## src/rtl/vend_mngr_param.sv

```systemverilog
// Vending purchase controller: accumulates coin credit, vends against a price table,
// holds a one-hot dispense strobe for VEND_CYCLES cycles, then returns remaining change.
module vend_mngr_param #(
    parameter int                NPROD       = 4,
    parameter int                PW          = 2,
    parameter int                CW          = 8,
    parameter logic [NPROD*CW-1:0] PRICES    = {8'd40, 8'd30, 8'd20, 8'd75},
    parameter int                VEND_CYCLES = 2
) (
    input  logic             clk,
    input  logic             reset,
    input  logic             coin_valid,
    input  logic [CW-1:0]    coin_val,
    input  logic             buy,
    input  logic [PW-1:0]    product,
    input  logic             cancel,
    output logic [NPROD-1:0] vend,
    output logic             error,
    output logic             coin_reject,
    output logic             change_valid,
    output logic [CW-1:0]    change_amt,
    output logic [CW-1:0]    credit,
    output logic             busy
);

    localparam int CNTW = (VEND_CYCLES > 1) ? $clog2(VEND_CYCLES) : 1;

    typedef enum logic [1:0] {
        IDLE   = 2'd0,
        VEND   = 2'd1,
        CHANGE = 2'd2
    } state_t;

    state_t            state_q, state_d;
    logic [CNTW-1:0]   cnt_q, cnt_d;
    logic [NPROD-1:0]  vend_q, vend_d;
    logic              error_q, error_d;
    logic              coin_reject_q, coin_reject_d;
    logic              change_valid_q, change_valid_d;
    logic [CW-1:0]     change_amt_q, change_amt_d;
    logic [CW-1:0]     credit_q, credit_d;
    logic              busy_q, busy_d;

    logic [CW-1:0]     price;
    logic              prod_ok;
    logic [NPROD-1:0]  prod_onehot;
    logic [CW:0]       coin_sum;

    // Price lookup by loop so an out-of-range product simply yields prod_ok=0.
    always_comb begin
        price       = '0;
        prod_ok     = 1'b0;
        prod_onehot = '0;
        for (int i = 0; i < NPROD; i++) begin
            if (product == PW'(i)) begin
                price          = PRICES[i*CW +: CW];
                prod_ok        = 1'b1;
                prod_onehot[i] = 1'b1;
            end
        end
    end

    assign coin_sum = {1'b0, credit_q} + {1'b0, coin_val};

    always_comb begin
        state_d        = state_q;
        cnt_d          = cnt_q;
        vend_d         = '0;
        error_d        = 1'b0;
        coin_reject_d  = 1'b0;
        change_valid_d = 1'b0;
        change_amt_d   = '0;
        credit_d       = credit_q;

        case (state_q)
            IDLE: begin
                if (cancel) begin
                    coin_reject_d = coin_valid;
                    if (credit_q != '0) begin
                        change_valid_d = 1'b1;
                        change_amt_d   = credit_q;
                        credit_d       = '0;
                    end
                end else if (buy) begin
                    coin_reject_d = coin_valid;
                    if (!prod_ok || credit_q < price) begin
                        error_d = 1'b1;
                    end else begin
                        credit_d = credit_q - price;
                        vend_d   = prod_onehot;
                        cnt_d    = '0;
                        state_d  = VEND;
                    end
                end else if (coin_valid) begin
                    if (coin_sum[CW]) begin
                        coin_reject_d = 1'b1;
                    end else begin
                        credit_d = coin_sum[CW-1:0];
                    end
                end
            end
            VEND: begin
                coin_reject_d = coin_valid;
                if (cnt_q == CNTW'(VEND_CYCLES - 1)) begin
                    state_d = CHANGE;
                    if (credit_q != '0) begin
                        change_valid_d = 1'b1;
                        change_amt_d   = credit_q;
                        credit_d       = '0;
                    end
                end else begin
                    cnt_d  = cnt_q + 1'b1;
                    vend_d = vend_q;
                end
            end
            CHANGE: begin
                coin_reject_d = coin_valid;
                state_d       = IDLE;
            end
            default: begin
                state_d = IDLE;
            end
        endcase

        busy_d = (state_d != IDLE);
    end

    always_ff @(posedge clk) begin
        if (reset) begin
            state_q        <= IDLE;
            cnt_q          <= '0;
            vend_q         <= '0;
            error_q        <= 1'b0;
            coin_reject_q  <= 1'b0;
            change_valid_q <= 1'b0;
            change_amt_q   <= '0;
            credit_q       <= '0;
            busy_q         <= 1'b0;
        end else begin
            state_q        <= state_d;
            cnt_q          <= cnt_d;
            vend_q         <= vend_d;
            error_q        <= error_d;
            coin_reject_q  <= coin_reject_d;
            change_valid_q <= change_valid_d;
            change_amt_q   <= change_amt_d;
            credit_q       <= credit_d;
            busy_q         <= busy_d;
        end
    end

    assign vend         = vend_q;
    assign error        = error_q;
    assign coin_reject  = coin_reject_q;
    assign change_valid = change_valid_q;
    assign change_amt   = change_amt_q;
    assign credit       = credit_q;
    assign busy         = busy_q;

endmodule
```

## config.mk

```make
export PLATFORM = sky130hd
export DESIGN_NAME = vend_mngr_param
export DESIGN_NICKNAME = d
export VERILOG_FILES = /design/src/rtl/vend_mngr_param.sv
export SDC_FILE = /design/constraint.sdc
export NUM_CORES = 1
export LEC_CHECK = 0
export BUFFER_PORTS_ARGS = -buffer_cell sky130_fd_sc_hd__buf_2
export CORE_ASPECT_RATIO = 0.7
export CORE_MARGIN = 2
export CORE_UTILIZATION = 50
export CTS_CLUSTER_SIZE = 28
export DETAILED_ROUTE_END_ITERATION = 12
export PLACE_DENSITY = 0.83
export SYNTH_ARGS = -nofsm -noshare
export SYNTH_HDL_FRONTEND = slang
export SYNTH_SLANG_ARGS = --single-unit
```

## constraint.sdc

```tcl
create_clock -name clk -period 3.25 [get_ports clk]
set_input_delay 0.325 -clock clk [delete_from_list [all_inputs] [get_ports clk]]
set_output_delay 0.325 -clock clk [all_outputs]
set_load 0.005 [all_outputs]
```

### After elaboration in Yosys (flattened, before gate mapping)

Cells that the tools add are included.
W data, S select, Z words.

| operators by class | value |
|---|---|
| add/sub/neg operators | 3 |
| $mul | 0 |
| divide/modulo/power cells | 0 |
| order comparisons | 1 |
| eq/ne operators | 12 |
| shift operators | 0 |
| mux-type cells | 48 |
| bitwise operators | 2 |
| reductions and logical operators | 11 |

Operators by type and width:

| cell | count |
|---|---|
| $mux W8 | 12 |
| $pmux W8 S2 | 2 |
| $mux W1 | 19 |
| $mux W4 | 4 |
| $mux W7 | 2 |
| $ne A4 B4 Y1 const B | 3 |
| $add A8 B8 Y9 | 1 |
| $lt A8 B8 Y1 | 1 |
| $mux W2 | 4 |
| $ne A2 B2 Y1 const B | 4 |
| $pmux W4 S2 | 1 |
| $reduce_bool A8 Y1 | 1 |
| $sub A8 B8 Y8 | 1 |
| $eq A2 B2 Y1 const B | 3 |
| $pmux W1 S2 | 3 |
| $reduce_and A5 Y1 | 1 |
| $eq A2 B1 Y1 const B | 2 |
| $logic_not A2 Y1 | 2 |
| $pmux W2 S2 | 1 |
| $reduce_and A4 Y1 | 1 |
| $reduce_bool A2 Y1 | 2 |
| $reduce_or A4 Y1 | 1 |
| $not A1 Y1 | 2 |
| $reduce_or A2 Y1 | 1 |
| other kinds (3) | 3 |

| storage, ports and cells | value |
|---|---|
| register bits | 27 |
| bits in latches | 0 |
| bits in writable memories | 0 |
| ROM bits | 0 |
| bits of input ports | 15 |
| output and inout port bits | 24 |
| logic and storage cells | 86 |
| memories | 0 |

### Depth between registers and ports, before layout

Gate-level depths: netlist of run 1.

| logic depth | value |
|---|---|
| depth in word-level cells | 12 |
| mapped depth | 12 |
| gate-level depth less buffers | 11 |

### Worst setup path after synthesis of run 1

No wires, ideal clock.

| path | value |
|---|---|
| path kind | input -> register |
| from | in product[1] |
| to | reg credit_q[4], in the netlist credit[4] |
| setup time | 0.115 ns |
| arrival | 2.528 ns |
| required time | 3.135 ns |
| path slack | 0.606 ns |
| cell stages on the path | 12 |
| path buffers | 1 |
| path through | inv_1 > ha_1 > ha_1 > inv_1 > fa_1 > a211oi_2 > o21bai_2 > a311oi_4 > a311oi_2 > buf_6 > and3_1 > a31o_1 |

| between the ends | value |
|---|---|
| word-level cells in the longest chain between the ends | 10 |
| elaborated cells on any way between the ends | 22 |
| classes of those cells | add/sub: 1; order compare: 1; eq/ne: 4; mux: 12; reduce/logical: 4 |

Ends and longest elaborated chain:

| what | RTL line | text |
|---|---|---|
| start: declaration | 15 | `input logic [PW-1:0] product,` |
| $logic_not A2 Y1 | 55 | `if (product == PW'(i)) begin` |
| $mux W7 (2 in series) | 55 |  |
| $mux W8 (2 in series) | 55 |  |
| $sub A8 B8 Y8 | 89 | `credit_d = credit_q - price;` |
| $mux W8 | 86 | `if (!prod_ok \|\| credit_q < price) begin` |
| $mux W8 | 84 | `end else if (buy) begin` |
| $mux W8 | 77 | `if (cancel) begin` |
| $pmux W8 S2 | 75 | `case (state_q)` |
| end signal: assignment | 147 | `credit_q <= credit_d;` |
| end: declaration | 41 | `logic [CW-1:0] credit_q, credit_d;` |

Several ways; a longest one is shown, not always the timed one. The select of a mux whose other input is x is not followed.
A chain may end at the register's enable or synchronous reset.

### Worst setup path after layout of run 1

| path | value |
|---|---|
| from | reg credit_q[0], in the netlist credit[0] |
| to | reg credit_q[5], in the netlist credit[5] |

| between the ends | value |
|---|---|
| word-level cells in the longest chain between the ends | 6 |
| elaborated cells on any way between the ends | 16 |
| classes of those cells | add/sub: 2; order compare: 1; eq/ne: 2; mux: 8; reduce/logical: 3 |

Ends and longest elaborated chain:

| what | RTL line | text |
|---|---|---|
| $add A8 B8 Y9 | 63 | `assign coin_sum = {1'b0, credit_q} + {1'b0, coin_val};` |
| $mux W8 | 95 | `if (coin_sum[CW]) begin` |
| $mux W8 | 94 | `end else if (coin_valid) begin` |
| $mux W8 | 84 |  |
| $mux W8 | 77 |  |
| $pmux W8 S2 | 75 |  |

Several ways; a longest one is shown, not always the timed one. The select of a mux whose other input is x is not followed.

==> results of run 1 <==
-- layer usage --
| metal | vias to the layer above | share of wire (%) | global-route usage [%] |
|---|---|---|---|
| li1 | 826 | - | - |
| met1 | 763 | 50 | 30.3 |
| met2 | 63 | 42 | 37.1 |
| met3 | 4 | 6.8 | 4.22 |
| met4 | 0 | 0.58 | 3.94 |
| met5 | - | 0 | 0 |
-- kinds of logic (layout without fill, tap and decap cells) --
logic type,count (synthesis),count (layout),synth area share (%)
xor gates and xnor gates,8,8,3.77
muxes,7,7,3.77
AOI/OAI and AO/OA,59,59,24.6
and+or+nand+nor,58,58,16.8
DFF,27,27,29.1
adders and majority gates,25,25,17.6
buffers and inverters,20,60,4.44
-- area by class of cell --
| cell class | count | share of cell area (%) |
|---|---|---|
| Tap cell | 50 | 2.90 |
| Clock buffer | 3 | 1.91 |
| Sequential cell | 27 | 25.0 |
| Timing Repair Buffer | 42 | 10.2 |
| Clock inverter | 1 | 0.232 |
| Inverter | 14 | 2.43 |
| Multi-Input combinational cell | 157 | 57.3 |
-- flip-flops by register name (all words and copies together), names as in the netlist --
register      flops
change_amt        8
credit            8
vend              4
state_q           2
busy              1
change_valid      1
cnt_q             1
coin_reject       1
error             1
-- power groups by stage --
stage | combinational, uW | sequential, uW | clock (uW)
6_report | 519 | 400 | 196
5_1_grt | 575 | 404 | 207
4_1_cts | 515 | 398 | 198
3_5_place_dp | 510 | 406 | 0
3_3_place_gp | 500 | 405 | 0
2_1_floorplan | 378 | 405 | 0
-- synthesized netlist by cell type, drive strengths merged, types with 4 or more instances --
master / instances / share of area (%)
dfxtp: 27 / 29
ha: 23 / 15
nor2: 18 / 3.6
inv: 14 / 2.8
a21oi: 9 / 2.4
o21ai: 9 / 2.4
a211oi: 8 / 3.5
mux2i: 7 / 3.8
a22oi: 6 / 2.4
and2: 6 / 2.0
a21o: 5 / 2.2
nor3: 5 / 1.3
xnor2: 5 / 2.4
a31o: 4 / 1.9
nand3: 4 / 1.1
nor2b: 4 / 1.3
nor4: 4 / 1.3
-- layout by cell type (no fill, tap or decap), types with 5 or more instances in the layout --
cell | synthesis | routed
buf_2 | 0 | 38
dfxtp_1 | 27 | 27
ha_1 | 23 | 23
nor2_1 | 18 | 18
inv_1 | 13 | 13
o21ai_0 | 9 | 9
a21oi_1 | 9 | 9
a211oi_1 | 7 | 7
mux2i_1 | 7 | 7
a22oi_1 | 6 | 6
and2_1 | 6 | 6
nor3_1 | 5 | 5
xnor2_1 | 5 | 5
-- worst max-delay path, delay by kind of cell, from the launching register on --
family                   cells  cell delay [ps]
AO/OA/AOI/OAI                5             1410
adder cells (fa/ha/maj)      2              640
buffers and inverters        2              300
flip-flops                   1              320
-- final timing paths --
check	from	to	slack, ps	depth (start not counted)
worst min-delay path	coin_valid	coin_reject	330	2
worst max-delay path	credit[0]	credit[5]	490	9
worst min register to register	vend[0]	vend[0]	530	2
worst max register to register	credit[0]	credit[5]	490	9
-- metrics by stage --
step | hold slack [ps] | utilization [%] | cell area, sq um | total power [uW]
2_1_floorplan | 495 | - | 1860 | 783
3_3_place_gp | 500 | 59.7 | 2110 | 905
3_5_place_dp | 503 | 59.7 | 2110 | 916
4_1_cts | 334 | 61.0 | 2160 | 1110
5_1_grt | 340 | 61.0 | 2160 | 1190
6_report | 334 | 61.0 | 2160 | 1120
==> summary.md, run 1 <==
| Metric | Value |
|---|---|
| Status | completed |
| Vias in the first global route | between 1000 and 1500 |
| Net switching power | 427 uW |
| GP Congestion | a little over 0.8 |
| Worst-Skew Late Latency | between 200 and 300 ps |
| Routed vias/inst | 5.63 |
| Post-Syn Area | roughly 1900 sq um |
| Worst Max-Slew Pin Slew | 722 ps |
| Placed cells | 290 |
| Max_cap viols | 0 |
| Peak VDD IR | 236 uV |
| Routed length per instance | roughly 15 um |
| Final setup viols | 0 |
| Sw frac | 38.2% |
| Min cycle time layout | around 2800 ps |
| I/O Pins | 39 |
| P per Cell Area | 517 nW/um^2 |
| Antenna violations before repair | 0 |
| Crit-path cells | ha_1, fa_1, a211oi_1, o21ai_0, o2111a_1, a311oi_2, buf_4, inv_2, o41ai_2 |
| Footprint of the multi-input gates | 1240 sq um |
| Largest net degree at the start of global routing | 21 |
| Final period utilization | 85.0% |
| Drt drc | 0 |
| Crit path kind | flip-flop to flip-flop |
| Critical Path RT | 3430 ps |
| Largest fanout on the critical path | 8 |
| Hold Crit Class | input port to flip-flop |
| Worst-path clk slew | 90 ps |
| Layout Cells excl Fill | a little under 300 |
| Clock power share | 17.6% |
| Layout cells sized above 1 | 25.8% |
| Total gr overflow | 0 |
| H-tree Lvls | 1 |
| CTS tree | done |
| Fin. max-slew vios | 0 |
| Hold Buf Count CTS | 0 |
| Post-CTS Setup Bufs | 0 |
| Total number of vias | 1656 |
| Fmax | 0.362 GHz |
| Post-synth cell types | 50 |
| Storage cell area | around 540 sq um |
| Total core area | 3540 sq um |
| Hold Vio Cnt, Final | 0 |
| NumNets Final | between 200 and 300 |
| Seq pwr share | 35.9% |
| Die width | between 70 and 80 um |
| ANT nets after route | 0 |
| DP HPWL | 3430 um |
| CP Launch Type | flip-flop |
| CTS buffer count | 3 |
| Synth Instances | about 200 |
| Die Y | 55.0 um |
| Final WL | around 4400 um |
| Syn_nets | 244 |
| Number of synthesized register bits | 27 |
| RSZ-0062 raised after global routing | no |
| Row count | 18 |
| Relative slew slack | about 51% |
| Clock Root Buffer | clkbuf_8 |
| Comb pwr share | 46.6% |
| Antenna Cells | 0 |
| 1st-pass router iterations | 4 |
| Setup tns final | 0 ps |
| IO buf count | 38 |
| Dpl ws | approximately 220 ps |
| Post-synthesis sequential area ratio | 29.1% |
| Clock sink count | 27 |
| Async SR Flop Fraction | 0% |
| Leakage | around 0.0011 uW |
| Yosys warns | 0 |
| Internal power | 689 uW |
| GRT Util Overall | 22.0% |
| Worst path max stage delay | 430 ps |
| Dominant synthesized flop cell | dfxtp_1 |
| Die Area | 4230 sq um |
| Setup Skew | 8.16 ps |
| CTS resizes | 0 |
| First-pass GRT wire length | 7130 um |
| Slowest CP cell | fa_1 |
| Arrival time worst endpoint | 2940 ps |
| Avg Cell Area, Syn | 9.11 sq um |
| EDFF count, synth | 0 |
| Initial cell density of the core | 52.6% |
| Fill cells | 308 |
| Fin worst setup slack | a little under 500 ps |
| Area grow syn2layout | 16.1% |
| Clock buffer depth | 2 |
| Crit path capture type | flip-flop |
| Starting DRT DRC Count | approximately 120 |
Note: power is estimated with default switching activity, not from simulation.
==> inputs of run 2 (changes only) <==
--- a/config.mk
+++ b/config.mk
@@ -11,7 +11,8 @@
 export CORE_UTILIZATION = 50
 export CTS_CLUSTER_SIZE = 28
 export DETAILED_ROUTE_END_ITERATION = 12
-export PLACE_DENSITY = 0.83
+export PLACE_DENSITY_LB_ADDON = 0.05
+export SETUP_SLACK_MARGIN = 0.02
 export SYNTH_ARGS = -nofsm -noshare
 export SYNTH_HDL_FRONTEND = slang
 export SYNTH_SLANG_ARGS = --single-unit
==> summary.md, run 2 (synthesis gave the netlist of run 1 again) <==
| Metric | Value |
|---|---|
| CTS resizes | 0 |
| GP Congestion | 0.924 |
| Drt drc | 0 |
| H-tree Lvls | 1 |
| Fill cells | 343 |
| Hold Buf Count CTS | 0 |
| NumNets Final | 284 |
| Row count | 18 |
| Initial cell density of the core | 52.6% |
| RSZ-0062 raised after global routing | no |
| Area grow syn2layout | 15.8% |
| Die Y | 55.0 um |
| Worst-Skew Late Latency | around 280 ps |
| P per Cell Area | approximately 520 nW/um^2 |
| Fmax | approximately 0.35 GHz |
| Footprint of the multi-input gates | 1240 sq um |
| GRT Util Overall | 23.6% |
| Hold Path End | coin_reject |
| Die Area | 4230 sq um |
| Placed cells | 289 |
| Clock sink count | 27 |
| Routed vias/inst | 5.60 |
| Total core area | 3540 sq um |
| 1st-pass router iterations | 4 |
| Crit path kind | flip-flop to flip-flop |
| Critical Path RT | ~3400 ps |
| Worst Max-Slew Pin Slew | 587 ps |
| Final WL | 4560 um |
| R2r worst-path depth | 9 |
| Routed length per instance | 15.6 um |
| Most frequent cells in the layout | 38 x buf_2, 27 x dfxtp_1, 23 x ha_1 |
| Clock Root Buffer | clkbuf_8 |
| Setup Skew | 6.80 ps |
| First-pass GRT wire length | 7620 um |
| ANT nets after route | 0 |
| Total gr overflow | 0 |
| IO buf count | 38 |
| Die width | between 70 and 80 um |
| R2R Setup Slk | 360 ps |
| Layout cells sized above 1 | approximately a quarter |
| Status | completed |
| Antenna Cells | 0 |
| Starting DRT DRC Count | approximately 110 |
| Reg-to-Reg Start | credit[0] |
| Largest fanout on the critical path | 6 |
| Hold Crit Class | input port to flip-flop |
| Final period utilization | between 80% and 90% |
| Reg2Reg Capture Point | credit[1] |
| DP HPWL | 3580 um |
| Clock buffer depth | 2 |
| Final setup viols | 0 |
| Layout Cells excl Fill | 293 |
| Leakage | 0.00105 uW |
| Total number of vias | roughly 1600 |
| CTS buffer count | 3 |
| Arrival time worst endpoint | 3060 ps |
| Post-CTS Setup Bufs | 0 |
| Relative slew slack | 60.5% |
| CP Launch Type | flip-flop |
| Hold Path Stages | 2 |
| Fin. max-slew vios | 0 |
| Peak VDD IR | 280 uV |
| Vias in the first global route | 1549 |
| I/O Pins | 39 |
| Worst Hold Launch | coin_valid |
| Min cycle time layout | 2890 ps |
| Max_cap viols | 0 |
| Setup tns final | 0 ps |
| Storage cell area | between 500 and 600 sq um |
| Largest net degree at the start of global routing | 21 |
| CTS tree | done |
| Antenna violations before repair | 0 |
| Most common cell after layout, fill and taps aside | buf_2 |
| Hold Vio Cnt, Final | 0 |
| Worst-path clk slew | 100 ps |
| Crit path capture type | flip-flop |
==> run 2: worst max-delay path: stages (launching register included) <==
cell,delay [ps]
dfxtp_1,380
ha_1,240
fa_1,440
a211oi_1,240
o21ai_0,280
o2111a_1,330
a311oi_2,380
buf_4,240
mux2i_1,190
nor2_1,50
==> run 2: how the worst max path moves through the flow <==
stage	from	end	slack (ps)	cells after the start
floorplan	product[1]	credit[4]	610	12
global placement	product[0]	credit[1]	360	13
detailed placement	product[0]	credit[2]	200	13
CTS	credit[0]	credit[1]	340	9
global route	credit[0]	credit[1]	130	9
finish	credit[0]	credit[1]	360	9
==> run 2: per-layer routing <==
metal	track usage (%)	vias to the layer above	wire (um)
met5	0	-	0
met3	6.01	8	265
met4	6.06	0	57
li1	-	831	-
met1	31.2	763	2230
met2	39.3	39	2000
==> run 2: stage by stage <==
step                hold slack (ps)  area (sq um)  util (%)  setup slack, ps  total power (uW)
floorplan                       495          1860         -              606               783
global placement                495          2100      59.5              359               904
detailed placement              497          2100      59.5              199               920
CTS                             324          2150      60.9              340              1120
global route                    304          2150      60.9              132              1210
finish                          321          2150      60.9              357              1120
==> run 2: where the power goes <==
part,switching [uW],internal (uW),total [uW]
Combinational,276,235,512
Sequential,39.7,364,404
Clock,113,87.3,201
Total,430,687,1120
==> run 2: final cells by class <==
class                   instances  share of cell area (%)
multi-input cells             157                    57.4
flip-flops and latches         27                    25.1
repair buffers                 41                    9.88
well taps                      50                    2.91
inverters                      14                    2.44
clock buffers                   3                    1.92
clock inverters                 1                   0.349
==> inputs of run 3 (changes only) <==
--- a/config.mk
+++ b/config.mk
@@ -6,6 +6,7 @@
 export NUM_CORES = 1
 export LEC_CHECK = 0
 export BUFFER_PORTS_ARGS = -buffer_cell sky130_fd_sc_hd__buf_2
+export CAP_MARGIN = 20
 export CORE_ASPECT_RATIO = 0.7
 export CORE_MARGIN = 2
 export CORE_UTILIZATION = 50
==> constraint.sdc (replaced) <==
create_clock -name clk -period 3.5 [get_ports clk]
set_input_delay 0.35 -clock clk [delete_from_list [all_inputs] [get_ports clk]]
set_output_delay 0.35 -clock clk [all_outputs]
set_load 0.005 [all_outputs]
==> summary.md, run 3 (synthesis gave the netlist of run 1 again) <==
| Metric | Value |
|---|---|
| Hold Vio Cnt, Final | 0 |
| Antenna violations before repair | 0 |
| R2r worst-path depth | 8 |
| Fill cells | 334 |
| Crit path kind | flip-flop to flip-flop |
| Final setup viols | 0 |
| Critical path depth | 8 |
| Most frequent cells in the layout | 38 x buf_2, 27 x dfxtp_1, 23 x ha_1 |
| R2R Setup Slk | 440 ps |
| GRT Util Overall | 22.6% |
| CTS resizes | 0 |
| Clock buffer depth | 2 |
| Worst Max-Slew Pin Slew | between 800 and 900 ps |
| Clock sink count | 27 |
| Initial cell density of the core | a little over half |
| Row count | 18 |
| Largest fanout on the critical path | 11 |
| RSZ-0062 raised after global routing | no |
| Routed vias/inst | 5.81 |
| Worst path bufs/invs | 0 |
| Worst path max stage delay | 650 ps |
| Worst-path clk slew | roughly 100 ps |
| GP Congestion | a little under 0.9 |
| Crit-path cells | ha_1, fa_1, a211oi_1, o21ai_0, o2111a_1, a311oi_2, o21ai_0, o32ai_1 |
| Starting DRT DRC Count | 81 |
| Slowest CP cell | a311oi_2 |
| DP HPWL | around 3500 um |
| NumNets Final | between 200 and 300 |
| Fin. max-slew vios | 0 |
| I/O Pins | 39 |
| Max_cap viols | 0 |
| Status | completed |
| Hold Path Stages | 2 |
| Top delay family on crit path | compound AO/OA/AOI/OAI gates |
| CTS buffer count | 3 |
| Crit path capture type | flip-flop |
| Most common cell after layout, fill and taps aside | buf_2 |
| Setup Skew | 9.18 ps |
| Routed length per instance | 15.2 um |
| P per Cell Area | 480 nW/um^2 |
| Drt drc | 0 |
| Dpl ws | 336 ps |
| CP most frequent cell | o21ai_0 |
| Storage cell area | ~540 sq um |
| Min cycle time layout | between 3000 and 4000 ps |
| First-pass GRT wire length | between 7000 and 8000 um |
| Worst-Skew Late Latency | around 280 ps |
| Die Y | 55.0 um |
| Setup tns final | 0 ps |
| Relative slew slack | 43.4% |
| Total gr overflow | 0 |
| Clock Root Buffer | clkbuf_8 |
| Peak VDD IR | 226 uV |
| Critical Path RT | 3680 ps |
| Final WL | 4420 um |
| CP Launch Type | flip-flop |
| 1st-pass router iterations | 4 |
| Largest net degree at the start of global routing | 21 |
| Hold Crit Class | input port to flip-flop |
| Leakage | 0.00103 uW |
| IO buf count | 38 |
| ANT nets after route | 0 |
| Total core area | 3540 sq um |
| Hold Buf Count CTS | 0 |
| Area grow syn2layout | 14.6% |
| Die width | 76.9 um |
| Fin worst setup slack | about 440 ps |
| Vias in the first global route | 1576 |
| Arrival time worst endpoint | 3240 ps |
| Fmax | ~0.33 GHz |
| CTS tree | done |
| Footprint of the multi-input gates | 1240 sq um |
| Hold slack | 340 ps |
| Layout cells sized above 1 | 24.6% |
| Antenna Cells | 0 |
| Post-CTS Setup Bufs | 0 |
| H-tree Lvls | 1 |
| Final period utilization | 87.3% |
| Power Total | 1020 uW |
| Die Area | 4230 sq um |
| Total number of vias | roughly 1700 |
[run 3: cell types whose count changed in the layout (fill, tap and decap cells not counted), sizes merged]
| cell | previous run | this run |
|---|---|---|
| buf | 41 | 38 |
[run 3: report_power, final]
| group | leakage, uW | internal, uW | switching (uW) |
|---|---|---|---|
| clock | 0.0000217 | 81.1 | 107 |
| sequential | 0.000219 | 338 | 41.5 |
| combinational | 0.000790 | 209 | 246 |
[run 3: metal layers]
metal | up-vias | track usage (%) | part of all wire [%]
li1 | 820 | - | -
met4 | 0 | 10.6 | 1.5
met1 | 812 | 30.6 | 49
met3 | 9 | 3.73 | 5.3
met5 | - | 0 | 0
met2 | 45 | 36.3 | 44
[run 3: path summary, 6_finish.rpt]
| check | start | to |
|---|---|---|
| max | credit[0] | credit[7] |
| min | coin_valid | coin_reject |
| max reg2reg | credit[0] | credit[7] |
| min reg2reg | vend[3] | vend[3] |
[run 3: final cells by class]
cell class,instances,area share (%)
inverters,14,2.47
well taps,50,2.94
multi-input cells,157,58.0
repair buffers,38,8.93
clock buffers,3,1.94
clock inverters,1,0.352
flip-flops and latches,27,25.4
[run 3: worst register-to-register path: cells and delay by family (launching register included)]
family                   cells  cell delay, ps
adder cells (fa/ha/maj)      2             690
AO/OA/AOI/OAI                6            1890
flip-flops                   1             390
[run 3: metrics by stage]
step                      cell area, sq um  utilization [%]  std cells
after CTS                             2130             60.3        290
after detailed placement              2080             58.9        286
after global placement                2080             58.9        286
after floorplan                       1860                -        204
final                                 2130             60.3        290
after global routing                  2130             60.3        290
